## config.mk

```make
export PLATFORM = sky130hd
export DESIGN_NAME = if_fetch_stage
export DESIGN_NICKNAME = d
export VERILOG_FILES = /design/src/rtl/if_pkg.sv /design/src/rtl/if_skid_buf.sv /design/src/rtl/if_fetch_stage.sv
export SDC_FILE = /design/constraint.sdc
export NUM_CORES = 1
export LEC_CHECK = 0
export CORE_UTILIZATION = 40
export CTS_CLUSTER_SIZE = 10
export DETAILED_ROUTE_END_ITERATION = 10
export GPL_TIMING_DRIVEN = 0
export PLACE_DENSITY = 0.76
export SKIP_CTS_REPAIR_TIMING = 1
export SYNTH_ARGS = -nofsm -noshare
export SYNTH_HDL_FRONTEND = slang
export SYNTH_SLANG_ARGS = --single-unit
```

## constraint.sdc

```tcl
create_clock -name clk -period 1.8 [get_ports clk]
set_clock_uncertainty 0.2 [all_clocks]
set_input_delay 0.45 -clock clk [delete_from_list [all_inputs] [get_ports clk]]
set_output_delay 0.45 -clock clk [all_outputs]
set_load 0.005 [all_outputs]
```

## src/rtl/if_pkg.sv

```systemverilog
// Shared types and defaults for the instruction fetch stage.
package if_pkg;

    localparam int unsigned IF_ADDR_W   = 8;
    localparam int unsigned IF_DATA_W   = 32;
    localparam int unsigned IF_RESET_PC = 0;

    typedef enum logic {
        ST_RUN  = 1'b0,
        ST_HOLD = 1'b1
    } if_state_e;

    typedef struct packed {
        logic                 valid;
        logic [IF_ADDR_W-1:0] pc;
        logic [IF_DATA_W-1:0] instr;
    } if_bundle_t;

endpackage

```

## src/rtl/if_skid_buf.sv

```systemverilog
// One-entry skid register: capture holds a fetched word while decode stalls, clear empties it.
module if_skid_buf
    import if_pkg::*;
(
    input  logic       clk,
    input  logic       rst_n,
    input  logic       capture_i,
    input  logic       clear_i,
    input  if_bundle_t data_i,
    output if_bundle_t q_o
);

    if_bundle_t skid_q, skid_d;

    // Clear wins over capture so a redirect always empties the entry.
    always_comb begin
        skid_d = skid_q;
        if (clear_i) begin
            skid_d = '0;
        end else if (capture_i) begin
            skid_d = data_i;
        end
    end

    always_ff @(posedge clk or negedge rst_n) begin
        if (!rst_n) begin
            skid_q <= '0;
        end else begin
            skid_q <= skid_d;
        end
    end

    assign q_o = skid_q;

endmodule

```

## src/rtl/if_fetch_stage.sv

```systemverilog
// Instruction fetch stage: PC, memory address, word tagging, skid-buffered IF/ID bundle.
// Optional performance counters are built when IF_PERF_EN is defined. ADDR_W/DATA_W must match if_pkg.
module if_fetch_stage
    import if_pkg::*;
#(
    parameter int unsigned ADDR_W   = IF_ADDR_W,
    parameter int unsigned DATA_W   = IF_DATA_W,
    parameter int unsigned RESET_PC = IF_RESET_PC
) (
    input  logic              clk,
    input  logic              rst_n,
    output logic [31:0]       imem_addr_o,
    input  logic [DATA_W-1:0] imem_data_i,
    input  logic              stall_i,
    input  logic              redirect_i,
    input  logic [ADDR_W-1:0] redirect_pc_i,
    output logic              id_valid_o,
    output logic [ADDR_W-1:0] id_pc_o,
    output logic [DATA_W-1:0] id_instr_o,
    output logic [31:0]       fetch_cnt_o,
    output logic [31:0]       flush_cnt_o
);

    if_state_e         state_q, state_d;
    logic [ADDR_W-1:0] pc_q, pc_d;
    logic [ADDR_W-1:0] f_pc_q, f_pc_d;
    logic              f_valid_q, f_valid_d;
    if_bundle_t        id_q, id_d;
    if_bundle_t        skid_q, skid_in;
    logic              skid_capture, skid_clear;
    logic              fetch_inc;
    logic [1:0]        flush_add;

    assign skid_in = '{valid: 1'b1, pc: f_pc_q, instr: imem_data_i};

    if_skid_buf u_skid (
        .clk       (clk),
        .rst_n     (rst_n),
        .capture_i (skid_capture),
        .clear_i   (skid_clear),
        .data_i    (skid_in),
        .q_o       (skid_q)
    );

    always_comb begin
        state_d      = state_q;
        pc_d         = pc_q;
        f_pc_d       = f_pc_q;
        f_valid_d    = f_valid_q;
        id_d         = id_q;
        skid_capture = 1'b0;
        skid_clear   = 1'b0;
        fetch_inc    = 1'b0;
        flush_add    = 2'd0;
        if (redirect_i) begin
            pc_d       = redirect_pc_i;
            f_valid_d  = 1'b0;
            skid_clear = 1'b1;
            id_d.valid = 1'b0;
            state_d    = ST_RUN;
            flush_add  = 2'(f_valid_q) + 2'(skid_q.valid) + 2'(id_q.valid);
        end else begin
            unique case (state_q)
                ST_RUN: begin
                    if (stall_i) begin
                        // Word arriving this cycle would be lost; park it if it is real.
                        f_valid_d = 1'b0;
                        if (f_valid_q) begin
                            skid_capture = 1'b1;
                            state_d      = ST_HOLD;
                        end
                    end else begin
                        id_d      = '{valid: f_valid_q, pc: f_pc_q, instr: imem_data_i};
                        fetch_inc = f_valid_q;
                        f_pc_d    = pc_q;
                        f_valid_d = 1'b1;
                        pc_d      = pc_q + ADDR_W'(1);
                    end
                end
                ST_HOLD: begin
                    if (!stall_i) begin
                        id_d       = skid_q;
                        fetch_inc  = skid_q.valid;
                        skid_clear = 1'b1;
                        f_pc_d     = pc_q;
                        f_valid_d  = 1'b1;
                        pc_d       = pc_q + ADDR_W'(1);
                        state_d    = ST_RUN;
                    end
                end
                default: state_d = ST_RUN;
            endcase
        end
    end

    always_ff @(posedge clk or negedge rst_n) begin
        if (!rst_n) begin
            state_q   <= ST_RUN;
            pc_q      <= ADDR_W'(RESET_PC);
            f_pc_q    <= '0;
            f_valid_q <= 1'b0;
            id_q      <= '0;
        end else begin
            state_q   <= state_d;
            pc_q      <= pc_d;
            f_pc_q    <= f_pc_d;
            f_valid_q <= f_valid_d;
            id_q      <= id_d;
        end
    end

    assign imem_addr_o = 32'(pc_q);
    assign id_valid_o  = id_q.valid;
    assign id_pc_o     = id_q.pc;
    assign id_instr_o  = id_q.instr;

`ifdef IF_PERF_EN
    logic [31:0] fetch_cnt_q, flush_cnt_q;

    always_ff @(posedge clk or negedge rst_n) begin
        if (!rst_n) begin
            fetch_cnt_q <= '0;
            flush_cnt_q <= '0;
        end else begin
            if (fetch_inc) begin
                fetch_cnt_q <= fetch_cnt_q + 32'd1;
            end
            flush_cnt_q <= flush_cnt_q + 32'(flush_add);
        end
    end

    assign fetch_cnt_o = fetch_cnt_q;
    assign flush_cnt_o = flush_cnt_q;
`else
    logic unused_perf;
    assign unused_perf = ^{fetch_inc, flush_add};
    assign fetch_cnt_o = '0;
    assign flush_cnt_o = '0;
`endif

endmodule

```

# ---- After elaboration in Yosys (flattened, before gate mapping)
# Index checks and enable logic that the tools add are counted.
dict set report op_classes {
  reduce_logical 4
  n_mux 22
  addsub 1
  bitwise 3
  n_eq_ne 5
}
# cell count
set ops {}
lappend ops {{two-way mux 41 bit} 4}
lappend ops {{one-hot mux 41 bit (2 select lines)} 1}
lappend ops {{two-way mux 8 bit} 3}
lappend ops {{two-way mux 1 bit} 12}
lappend ops {{adder 8 x 1 -> 8 bit (second input constant)} 1}
lappend ops {{!= test 3 bit (second input constant)} 2}
lappend ops {{!= test 2 bit (second input constant)} 2}
lappend ops {{one-hot mux 1 bit (2 select lines)} 2}
lappend ops {{AND reduction 2 bit} 2}
lappend ops {{inverter 1 bit} 3}
lappend ops {{AND reduction 3 bit} 1}
lappend ops {{!= test 2 x 1 -> 1 bit (second input constant)} 1}
lappend ops {{nonzero test 2 bit} 1}
dict set report totals {
  inputBits 44
  word_cells 45
  register_bits 100
  output_inout_bits 137
}

# ---- Longest topological paths before layout
# Gate-level depths: netlist of run 1.
dict set report logic_depth {
  word_depth 6
  ltp_mapped 7
}

# ---- Modules after synthesis
# A second synthesis of run 1 with hierarchy kept.
dict set report unflattened {
  hier_cells 478
  area_unflattened_um2 5159.9
}
# mod area_each_um2 cells_each instances seq_area_each_um2
set by_module_without_submodules {}
lappend by_module_without_submodules {if_fetch_stage 3447.1 345 1 1476.4}
lappend by_module_without_submodules {if_skid_buf 1712.9 133 1 1026.0}

# ---- Worst setup path before layout of run 1
# Ideal clock, no wire load.
dict set report synth_path {
  kind {input to register}
  startpoint {input port redirect_i}
  endpoint {register f_pc_q[0]}
  arrival_time_ns 1.337
  path_slack_ns 0.138
  required_time_ns 1.475
  cell_stages 5
  cell_sequence {buf_6 > or2_1 > buf_6 > buf_12 > mux2_4}
}
dict set report synth_via {
  elab_chain_len 2
}
# item line_no
set synth_rtl {}
lappend synth_rtl {{from (decl)} if_fetch_stage.sv:15} ;# input logic redirect_i,
lappend synth_rtl {{inverter 1 bit (no source line)} -}
lappend synth_rtl {{AND reduction 2 bit (no source line)} -}
lappend synth_rtl {{to (signal assigned)} if_fetch_stage.sv:106} ;# f_pc_q <= f_pc_d;
lappend synth_rtl {{to (decl)} if_fetch_stage.sv:26} ;# logic [ADDR_W-1:0] f_pc_q, f_pc_d;
# No other way between the ends.
# A chain may end at the register's enable or synchronous reset.

# ---- Worst setup path after layout of run 1
dict set report layout_path {
  startpoint {register f_valid_q}
  endpoint {register, netlist name u_skid.q_o[22]}
}
dict set report layout_via {
  elab_chain_len 5
}
# item line_no
set layout_rtl {}
lappend layout_rtl {{from (decl)} if_fetch_stage.sv:27} ;# logic f_valid_q, f_valid_d;
lappend layout_rtl {{from (signal assigned)} if_fetch_stage.sv:107} ;# f_valid_q <= f_valid_d;
lappend layout_rtl {{two-way mux 1 bit} if_fetch_stage.sv:68} ;# if (f_valid_q) begin
lappend layout_rtl {{two-way mux 1 bit} if_fetch_stage.sv:65} ;# if (stall_i) begin
lappend layout_rtl {{two-way mux 1 bit} if_fetch_stage.sv:63} ;# unique case (state_q)
lappend layout_rtl {{two-way mux 1 bit} if_fetch_stage.sv:55} ;# if (redirect_i) begin
lappend layout_rtl {{nonzero test 2 bit (no source line)} -}
# No other way between the ends.

==> impl_metrics.py, run 1 <==
metrics = {
    "outcome": {
        "status": "complete, no violations",
    },
    "synth": {
        "yosysSeqAreaShare": 0.507,
        "ys.flop_type": "dfrtp_1",
        "yosys_warnings": 0,
        "synth.distinct_cells": 35,
        "synth_area_per_cell_um2": 11.1,
        "synth_top_area_cell": "dfrtp_1",
        "ys_ff_latch": 100,
        "synth.area.top_cells": "dfrtp_1 (51%), buf_4 (14%), mux2i_1 (8.3%), a22o_1 (6.9%), nand2_1 (4.0%)",
        "synth-async-reset-ratio": 1.00,
        "synth_area_mm2": 0.00493,
        "yosysTopAreaCellShare": 0.507,
        "synth_enable_flop_cells": 0,
        "syn_inst": 445,
    },
    "global_route": {
        "grt_first_pass_wirelength_mm": 17.4,
        "grt_max_degree": 68,
        "grt_usage": 0.175,
        "antenna_found_initial": 0,
        "grt-ovfl-total": 0,
        "grt_pass1_vias": 3439,
    },
    "worst_setup_path": {
        "reg2reg_from": "f_valid_q",
        "worstSetupStartpointType": "flop",
        "cp.arrival_ns": 1.74,
        "crit_fanout": 10,
        "worstSetupPathType": "flop to flop",
        "startpoint": "f_valid_q",
        "end_kind": "flop",
        "crit_required_ns": 1.87,
    },
    "cells_and_area": {
        "syn_to_final_growth_pct": 42.6,
        "n_fill_cell": 1015,
        "n_antenna_cell": 0,
        "regArea_mm2": 0.00251,
        "drive_gt1_frac": 0.255,
        "multi_input_area_mm2": 0.00191,
        "final_nets": 706,
        "fin_util": 0.585,
    },
    "cts": {
        "ctsRootBufferMaster": "clkbuf_16",
        "clk_latency_ns": 0.33,
        "clk_pin_slew_ns": 0.07,
        "cts_tree": "built",
        "clockBufferDepth": 2,
        "cts_sinks": 100,
        "cts_max_level": 3,
        "cts-buffers-inserted": 9,
    },
    "route": {
        "drt_pass1_iterations": 4,
        "viasPerCell": 4.47,
        "drt-total-wl_mm": 11.1,
        "ant_nets": 0,
        "drc_errors": 0,
        "routedWlPerCell_um": 13.6,
        "vias": 3636,
        "initialDrtViolationCount": 140,
    },
    "floorplan": {
        "core_area_mm2": 0.0120,
        "start_util": 0.411,
        "ios": 181,
        "die_h_um": 113,
        "num_rows": 40,
        "die_area_mm2": 0.0128,
        "die_w_um": 113,
    },
    "place": {
        "dp_slack_ns": -0.533,
        "io_buffers": 91,
        "hpwl_mm": 7.72,
        "gp_congestion": 0.765,
    },
    "timing": {
        "fmax_ghz": 0.598,
        "setup_viol_count_final": 0,
        "rsz0062_at_grt": "no",
        "fin_ws_ns": 0.128,
        "post-route-period-util": 0.929,
        "drv_slew": 0,
        "fin_tns_setup_ns": 0,
        "period_needed_ns": 1.67,
        "hold_violations": 0,
    },
    "min_path": {
        "hp-start": "redirect_i",
        "hold_class": "input pin to flop",
    },
    "power_and_ir_drop": {
        "power_density_mw_per_mm2": 838,
        "ir_drop_mv": 0.493,
        "leakage_nw": 4.01,
    },
    "flow_run": {
        "cap_violations": 0,
    },
}
-- worst max-delay path, stage by stage (launching register included) --
cell and delay [ns]:
dfrtp_1 0.45, a21o_1 0.22, a21oi_2 0.19, buf_4 0.21, buf_4 0.19, a22o_1 0.15
-- where the power goes --
group | internal (mW) | leakage (nW) | total [mW] | switching [mW]
logic | 0.727 | 2.56 | 1.22 | 0.491
clock network | 1.26 | 0.153 | 2.06 | 0.803
registers | 2.47 | 1.29 | 2.61 | 0.140
-- cell usage in the layout, fill, tap and decap left out, types with 2 or more instances in the layout --
cell / synthesis / layout
nor2_1: 3 / 3
dfrtp_2: 0 / 6
dfrtp_1: 100 / 94
buf_4: 94 / 120
buf_6: 3 / 3
clkdlybuf4s50_1: 0 / 40
bufinv_16: 0 / 2
dlymetal6s2s_1: 0 / 50
or4_1: 3 / 3
nor2b_1: 4 / 4
nand4b_1: 3 / 3
nand2_1: 52 / 52
clkbuf_1: 8 / 6
clkbuf_16: 0 / 9
clkbuf_2: 0 / 4
xor2_1: 3 / 3
buf_2: 9 / 9
mux2i_1: 41 / 41
o21ai_0: 29 / 29
a21oi_1: 4 / 4
nand3_1: 5 / 5
o21ai_1: 20 / 20
mux2_4: 8 / 8
conb_1: 1 / 88
a22o_1: 39 / 39
-- metrics by stage --
stage	total power, mW	area, um2	hold WS (ns)	instances
2_1_floorplan	3.21	5260	-0.0456	532
3_3_place_gp	3.76	6350	0.265	770
3_5_place_dp	3.81	6380	0.233	771
4_1_cts	5.88	6700	-0.125	787
5_1_grt	6.21	7030	0.242	813
6_report	5.89	7030	0.248	813
-- cells by family (layout without fill, tap and decap cells) --
kind of cell               Yosys count  count (layout)  share of synthesized area
adders and majority gates            1               1                    0.00254
other                                1              88                   0.000760
muxes                               50              50                      0.110
AOI/OAI and AO/OA                   95              95                      0.128
DFF                                100             100                      0.507
and+or+nand+nor                     77              77                     0.0726
buffers and inverters              117             251                      0.172
xor gates and xnor gates             4               4                    0.00711
-- state kept, by name, summed over array words and instances, names as in the netlist --
signal	cells
u_skid.q_o	41
id_instr_o	32
f_pc_q	8
id_pc_o	8
pc_q	8
f_valid_q	1
id_valid_o	1
state_q	1
-- synthesized netlist by cell type, types with 3 or more instances --
cell type and count:
xor2_1 3, clkbuf_1 8, o21ai_1 20, nand4b_1 3, buf_2 9, or4_1 3, mux2_4 8, mux2i_1 41
o21ai_0 29, nor2b_1 4, nand3_1 5, dfrtp_1 100, nand2_1 52, a21oi_1 4, buf_4 94, a22o_1 39
nor2_1 3, buf_6 3
-- area by class of cell --
cell class              instances  share of cell area
flip-flops and latches        100               0.357
multi-input cells             315               0.272
repair buffers                118               0.179
plain buffers                 116               0.120
clock buffers                  12              0.0351
well taps                     147              0.0262
clock inverters                 4              0.0103
inverters                       1            0.000534
-- metal layers --
layer / track usage / vias to the layer above / share of wire
li1: - / 1794 / -
met1: 0.242 / 1698 / 0.46
met2: 0.274 / 132 / 0.47
met3: 0.0354 / 12 / 0.057
met4: 0.0605 / 0 / 0.013
met5: 0 / - / 0
-- final timing paths --
check / slack, ns / end / cells past startpoint
min in group asynchronous: 0.42 / id_instr_o[24] / 2
worst max register to register: 0.13 / u_skid.q_o[22] / 5
worst min-delay path: 0.25 / pc_q[6] / 3
worst max-delay path: 0.13 / u_skid.q_o[22] / 5
max in group asynchronous: 0.29 / u_skid.q_o[16] / 3
worst min register to register: 0.28 / id_instr_o[29] / 2
Power figures use the tool's default switching activity.
==> run 2, diff against run 1 <==
--- a/config.mk
+++ b/config.mk
@@ -6,6 +6,7 @@
 export NUM_CORES = 1
 export LEC_CHECK = 0
 export CORE_UTILIZATION = 40
+export CTS_BUF_LIST = sky130_fd_sc_hd__clkbuf_8
 export CTS_CLUSTER_SIZE = 10
 export DETAILED_ROUTE_END_ITERATION = 10
 export GPL_TIMING_DRIVEN = 0
==> run 2 against run 1 <==
Clock-buffer cell count down 2. Global-route usage down 0.10 points. Clock power down 24%. Critical path type unchanged. Critical endpoint unchanged. Largest cell class unchanged. Highest routed layer unchanged.
==> impl_metrics.py, run 2 (synthesis gave the netlist of run 1 again) <==
metrics = {
    "timing": {
        "post-route-period-util": 0.925,
        "fin_ws_ns": 0.135,
        "drv_slew": 0,
        "fin_tns_setup_ns": 0,
        "setup_viol_count_final": 0,
        "rsz0062_at_grt": "no",
        "fmax_ghz": 0.601,
        "worst_slew_pin_slew_ns": 0.501,
        "period_needed_ns": 1.66,
        "hold_violations": 0,
        "max_slew_margin": 0.666,
        "holdWs_ns": 0.220,
    },
    "floorplan": {
        "core_area_mm2": 0.0120,
        "start_util": 0.411,
        "die_w_um": 113,
        "die_area_mm2": 0.0128,
        "num_rows": 40,
        "ios": 181,
        "die_h_um": 113,
    },
    "cells_and_area": {
        "syn_to_final_growth_pct": 41.9,
        "fin_cells": 822,
        "final_cell_mix": "buf_4 (129), dfrtp_1 (94), conb_1 (88)",
        "final_cell_area_mm2": 0.00700,
        "n_fill_cell": 1019,
        "layout_commonest_cell": "buf_4",
        "multi_input_area_mm2": 0.00191,
        "final_nets": 715,
        "drive_gt1_frac": 0.262,
        "largest_reg_flops": 41,
        "regArea_mm2": 0.00251,
        "fin_util": 0.582,
        "n_antenna_cell": 0,
    },
    "global_route": {
        "grt_first_pass_wirelength_mm": 17.3,
        "grt_usage": 0.174,
        "grt-ovfl-total": 0,
        "grtUsageMet2": 0.274,
        "top_usage_layer": "met2",
        "grt_max_degree": 68,
        "met3_usage": 0.0370,
        "grt_pass1_vias": 3428,
        "antenna_found_initial": 0,
        "grt_util_met1": 0.241,
    },
    "route": {
        "ant_nets": 0,
        "drt-total-wl_mm": 11.2,
        "drc_errors": 0,
        "initialDrtViolationCount": 178,
        "drt_pass1_iterations": 4,
        "viasPerCell": 4.46,
        "vias": 3664,
        "routedWlPerCell_um": 13.7,
    },
    "worst_setup_path": {
        "crit_required_ns": 1.89,
        "end_kind": "flop",
        "reg2reg_slack_ns": 0.14,
        "crit_fanout": 10,
        "worstSetupPathType": "flop to flop",
        "cp.arrival_ns": 1.76,
        "reg2reg_from": "f_valid_q",
        "reg2reg_depth": 5,
        "worstSetupStartpointType": "flop",
        "worstReg2RegEnd": "u_skid.q_o[22]",
    },
    "min_path": {
        "hp-start": "redirect_i",
        "hold_class": "input pin to flop",
        "holdPathStages": 3,
        "worstHoldEndpoint": "pc_q[6]",
    },
    "cts": {
        "clockBufferDepth": 2,
        "clk_latency_ns": 0.36,
        "cts_max_level": 3,
        "clk_pin_slew_ns": 0.09,
        "cts_tree": "built",
        "cts_sinks": 100,
        "ctsRootBufferMaster": "clkbuf_8",
        "cts-buffers-inserted": 9,
    },
    "place": {
        "io_buffers": 91,
        "gp_congestion": 0.765,
        "placed_area_mm2": 0.00638,
        "dp_slack_ns": -0.533,
        "dpl.cell_count": 771,
        "hpwl_mm": 7.72,
    },
    "power_and_ir_drop": {
        "power_density_mw_per_mm2": 776,
        "leakage_nw": 4.01,
        "ir_drop_mv": 0.441,
        "finalPower_mw": 5.43,
    },
    "outcome": {
        "status": "complete, no violations",
    },
    "flow_run": {
        "cap_violations": 0,
    },
}
run 2: changes by cell type in the layout (fill, tap and decap cells not counted):
cell,before,now
buf_4,120,129
clkbuf_16,9,0
clkbuf_8,1,10
clkbuf_2,4,2
inv_1,1,3
run 2: worst max-delay path by stage:
stage,start,to,slack (ns),cells after the start
finish,f_valid_q,u_skid.q_o[22],0.14,5
global route,pc_q[2],pc_q[7],0.02,5
CTS,pc_q[0],imem_addr_o[0],-0.28,1
detailed placement,stall_i,id_instr_o[24],-0.53,5
global placement,rst_n,u_skid.q_o[10],-3.56,1
floorplan,redirect_i,f_pc_q[0],0.14,5
run 2: per-layer routing:
metal | share of wire | vias up
met5 | 0 | -
met4 | 0.011 | 0
met3 | 0.060 | 12
met2 | 0.47 | 134
met1 | 0.46 | 1711
li1 | - | 1807
run 2: worst max-delay path, stage by stage, from the launching register on:
cell and delay, ns:
dfrtp_1 0.45, a21o_1 0.21, a21oi_2 0.19, buf_4 0.21, buf_4 0.19, a22o_1 0.14
run 2: cell type report:
class                           instances  share of cell area
Clock buffer                           10              0.0197
Buffer                                116               0.121
Clock inverter                          6              0.0114
Sequential cell                       100               0.359
Inverter                                1            0.000537
Multi-Input combinational cell        315               0.273
Tap cell                              147              0.0263
Timing Repair Buffer                  127               0.190
run 2: power by group:
part           leakage [nW]  total [mW]  internal (mW)  switching [mW]
clock network         0.115        1.57          0.810           0.755
registers              1.29        2.61           2.47           0.139
logic                  2.60        1.26          0.756           0.501
total                  4.01        5.43           4.04            1.40
==> run 3, diff against run 2 <==
--- a/config.mk
+++ b/config.mk
@@ -5,11 +5,11 @@
 export SDC_FILE = /design/constraint.sdc
 export NUM_CORES = 1
 export LEC_CHECK = 0
+export CORE_MARGIN = 1
 export CORE_UTILIZATION = 40
 export CTS_BUF_LIST = sky130_fd_sc_hd__clkbuf_8
 export CTS_CLUSTER_SIZE = 10
 export DETAILED_ROUTE_END_ITERATION = 10
-export GPL_TIMING_DRIVEN = 0
 export PLACE_DENSITY = 0.76
 export SKIP_CTS_REPAIR_TIMING = 1
 export SYNTH_ARGS = -nofsm -noshare
==> run 3 against run 2 <==
Clock power about the same. Critical path type is now input pin to flop. Highest routed layer unchanged. Utilization down 5.3 points. Global-route usage shrank 1.5 points.
==> impl_metrics.py, run 3 (synthesis gave the netlist of run 1 again) <==
metrics = {
    "outcome": {
        "status": "complete, no violations",
    },
    "power_and_ir_drop": {
        "ir_drop_mv": 0.561,
        "power.switching_mw": 1.36,
        "pwr-share-comb": 0.210,
        "switching_share": 0.255,
        "seqPwrFrac": 0.489,
        "internal-power_mw": 3.96,
        "power_density_mw_per_mm2": 836,
        "leakage_nw": 3.50,
        "clockPowerShare": 0.301,
    },
    "global_route": {
        "grt_usage": 0.159,
        "grt_pass1_vias": 3170,
        "antenna_found_initial": 0,
        "grt-ovfl-total": 0,
        "grt_max_degree": 44,
        "grt_first_pass_wirelength_mm": 16.0,
    },
    "cells_and_area": {
        "final_nets": 614,
        "fin_util": 0.530,
        "largest_reg_flops": 41,
        "drive_gt1_frac": 0.140,
        "layout_commonest_cell": "dfrtp_1",
        "syn_to_final_growth_pct": 29.0,
        "final_cell_mix": "dfrtp_1 (97), conb_1 (88), nand2_1 (52)",
        "n_fill_cell": 1082,
        "n_antenna_cell": 0,
    },
    "cts": {
        "cts_tree": "built",
        "clk_pin_slew_ns": 0.09,
        "clk_latency_ns": 0.36,
        "cts-buffers-inserted": 9,
        "clockBufferDepth": 2,
        "ctsRootBufferMaster": "clkbuf_8",
        "cts_sinks": 100,
        "cts_max_level": 3,
    },
    "place": {
        "hpwl_mm": 6.69,
        "dp_slack_ns": -0.304,
        "io_buffers": 92,
        "gp_congestion": 0.775,
    },
    "worst_setup_path": {
        "worstReg2RegEnd": "pc_q[6]",
        "worstSetupPathType": "input pin to flop",
        "reg2reg_depth": 5,
        "reg2reg_from": "pc_q[4]",
        "startpoint": "stall_i",
        "reg2reg_slack_ns": 0.20,
        "crit_path_end": "pc_q[6]",
        "crit_required_ns": 1.90,
        "end_kind": "flop",
        "crit_fanout": 10,
        "cp.arrival_ns": 1.85,
        "worstSetupStartpointType": "input pin",
    },
    "floorplan": {
        "ios": 181,
        "die_w_um": 113,
        "core_area_mm2": 0.0120,
        "start_util": 0.411,
        "die_h_um": 113,
        "die_area_mm2": 0.0128,
        "num_rows": 40,
    },
    "timing": {
        "drv_slew": 0,
        "post-route-period-util": 0.972,
        "hold_violations": 0,
        "fin_tns_setup_ns": 0,
        "fmax_ghz": 0.572,
        "holdWs_ns": 0.281,
        "rsz0062_at_grt": "no",
        "period_needed_ns": 1.75,
        "setup_viol_count_final": 0,
        "fin_ws_ns": 0.0505,
    },
    "route": {
        "viasPerCell": 4.68,
        "drc_errors": 0,
        "ant_nets": 0,
        "routedWlPerCell_um": 13.9,
        "initialDrtViolationCount": 121,
        "drt_pass1_iterations": 5,
        "drt-total-wl_mm": 10.0,
        "vias": 3367,
    },
    "min_path": {
        "hold_class": "flop to flop",
        "holdPathStages": 2,
    },
    "flow_run": {
        "cap_violations": 0,
    },
}
-- run 3: changes by cell type in the layout (fill, tap and decap cells not counted), moves of 2 or more --
cell	change
clkbuf_2	-2
buf_2	-9
dfrtp_2	-3
buf_6	-3
clkdlybuf4s50_1	+2
buf_4	-87
inv_1	-2
clkbuf_1	-6
dfrtp_1	+3
buf_12	+7
-- run 3: layout make-up --
type	instances	area (um2)	share of cell area
well taps	147	184	0.0289
flip-flops and latches	100	2510	0.394
clock inverters	4	72.6	0.0114
multi-input cells	315	1930	0.303
repair buffers	142	1520	0.239
clock buffers	11	151	0.0238
inverters	1	3.75	0.000590
-- run 3: critical path, cell delays in order --
cell and delay [ns]:
clkdlybuf4s50_1 0.40, buf_4 0.17, nand4b_1 0.22, or4_1 0.51, nand3_1 0.10
-- run 3: metal layers --
metal | routed length (um) | part of all wire | GRT usage | up-vias
met5 | 0 | 0 | 0 | -
li1 | - | - | - | 1616
met1 | 4470 | 0.45 | 0.204 | 1617
met3 | 588 | 0.059 | 0.0514 | 12
met2 | 4820 | 0.48 | 0.256 | 122
met4 | 123 | 0.012 | 0.0491 | 0
-- run 3: metrics by stage --
stage / std cells / total power [mW] / instance area [um2]
floorplan: 532 / 3.21 / 5260
global placement: 679 / 3.67 / 5820
detailed placement: 679 / 3.71 / 5820
CTS: 694 / 5.32 / 6040
global route: 720 / 5.61 / 6360
finish: 720 / 5.32 / 6360
-- run 3: worst min-delay path by stage --
stage                    from              to  slack [ns]
3_3_place_gp            rst_n  u_skid.q_o[24]        0.18
2_1_floorplan           rst_n       f_pc_q[0]       -0.05
3_5_place_dp            rst_n  u_skid.q_o[24]        0.18
6_report       id_instr_o[10]  id_instr_o[10]        0.28
5_1_grt        id_instr_o[10]  id_instr_o[10]        0.30
4_1_cts                 rst_n  id_instr_o[28]       -0.22
-- run 3: power by group through the flow --
stage	combinational [mW]	sequential (mW)	clock, mW
2_1_floorplan	0.560	2.65	0
3_3_place_gp	1.02	2.65	0
3_5_place_dp	1.05	2.66	0
4_1_cts	1.05	2.62	1.66
5_1_grt	1.23	2.63	1.76
6_report	1.12	2.60	1.60
==> RTL edit: new RTL, config.mk and constraints of run 3 <==
Change the package constant `IF_ADDR_W` from 8 to 7.
--- a/src/rtl/if_pkg.sv
+++ b/src/rtl/if_pkg.sv
@@ -2,5 +2,5 @@
 package if_pkg;
 
-    localparam int unsigned IF_ADDR_W   = 8;
+    localparam int unsigned IF_ADDR_W   = 7;
     localparam int unsigned IF_DATA_W   = 32;
     localparam int unsigned IF_RESET_PC = 0;
Interface: changed (resized id_pc_o and redirect_pc_i); port bits go from 181 to 179. No check against the original RTL was run, so the function may have changed too.
==> RTL edit against run 3 <==
Final area fell by 5.7%. Power down 8.4%. Critical endpoint is now id_instr_o[14]$_DFFE_PN0P_. Core utilization shrank 0.64 points. Synthesized area decreased by 4.0%. Clock power shrank 14%. Final cell count fell by 3.8%. Setup slack better by 87 ps. Wire length fell by 6.9%. Sequential cell count fell by 4.
==> RTL edit: results (changes against run 3) <==
** Worst setup path
- Dominant delay contributor by cell family on the critical path :: buffers and inverters
- Worst setup path startpoint :: redirect_i
- FF-to-FF setup slack :: 230 ps (+30 ps)
- Following the worst setup path forward leads to its endpoint at id_instr_o[14]$_DFFE_PN0P_.
- For this design, the slowest cell found on the critical path is sky130_fd_sc_hd__clkdlybuf4s50_1.
- The worst register-to-register path begins at pc_q[0]$_DFFE_PN0P_.

** Synthesis
- Portion of the post-synthesis area used by sequential elements :: 0.508 (about the same)
- Sorting the synthesized cells by area gives the leading types as sky130_fd_sc_hd__dfrtp_1, sky130_fd_sc_hd__buf_4, sky130_fd_sc_hd__mux2i_1, sky130_fd_sc_hd__a22o_1, sky130_fd_sc_hd__o21ai_0.
- Number of unique standard cell types used by synthesis :: 31 (-11%)
- Post-synthesis cell count :: 427 (-4.0%)

** Status
- The flow ran to the end, and the final reports show no timing, DRC or antenna violations.

** Placement
- Final weighted congestion in routability-driven placement :: 0.827 (+6.7%)
- Number of placed cells counting well taps :: 654 (-3.7%)
- The pre-CTS setup slack was -399 ps (-95.4 ps).
- HPWL after detailed placement :: 6.28 mm (-6.1%)
- Count of port buffers added during placement :: 89 (-3.3%)

** Cells and area
- The flip-flop count of the largest register, all copies and words added was 40 (-2.4%).
- The fraction of final layout cells with drive strength greater than 1 is 0.124 (-0.0160).
- The layout filler cell count was 997 (-7.9%).

** Detailed routing
- Detailed Route Iter0 Violations :: 164 (+36%)
- The via density per instance is 4.60 (-1.6%).
- Drt pass-1 iters :: 4 (-1)

** Power and ir drop
- Power Internal :: 3.58 mW (-9.7%)
- The largest voltage drop on the vdd net came to 0.469 mV (-16%).

** Global route
- Via count of the first global-routing pass :: 3060 (-3.5%)
- Total GRT Usage :: 0.152 (-0.00687)
- First-pass GRT wire length :: 15.1 mm (-5.8%)

** Hold path
- Class of the tightest hold or removal check :: in -> async

** Timing
- Final worst-path setup slack :: 138 ps (+87.4 ps)
-- RTL edit: changes by cell type after synthesis, moves of 3 or more --
cell                             run 3  this run
sky130_fd_sc_hd__dfrtp_1           100        96
sky130_fd_sc_hd__mux2_4              8         2
sky130_fd_sc_hd__or4_1               3         0
sky130_fd_sc_hd__mux2_2              1         5
sky130_fd_sc_hd__o21ai_1            20         0
sky130_fd_sc_hd__o21ai_0            29        46
sky130_fd_sc_hd__buf_2               9         2
sky130_fd_sc_hd__a31oi_1             0         4
sky130_fd_sc_hd__buf_6               3         7
sky130_fd_sc_hd__buf_4              94        97
-- RTL edit: kinds of logic after synthesis --
family	after synthesis	synth area share
AND/OR/NAND/NOR	69	0.0661
multiplexers	47	0.103
flip-flops	96	0.508
buffers and inverters	115	0.180
adder cells (fa/ha/maj)	1	0.00264
other	1	0.000792
AO/OA/AOI/OAI	94	0.133
XOR/XNOR	4	0.00740
-- RTL edit: power by group through the flow --
stage               logic, mW  registers, mW  clock network [mW]
floorplan               0.518           2.54                   0
global placement        0.933           2.53                   0
detailed placement      0.961           2.54                   0
CTS                     0.964           2.50                1.41
global route             1.12           2.52                1.51
finish                   1.01           2.49                1.37
-- RTL edit: area by class of cell --
class	count	area, um^2	share of cell area
tap	143	179	0.0298
multi-input combinational	304	1810	0.302
inverter	1	3.75	0.000626
clock inverter	7	65.1	0.0108
timing repair buffer	133	1420	0.236
sequential	96	2400	0.401
clock buffer	9	124	0.0206
-- RTL edit: layer usage --
layer | GRT usage | up-vias | part of all wire
li1 | - | 1524 | -
met1 | 0.203 | 1543 | 0.44
met2 | 0.245 | 116 | 0.50
met3 | 0.0399 | 5 | 0.055
met4 | 0.0436 | 0 | 0.0073
met5 | 0 | - | 0
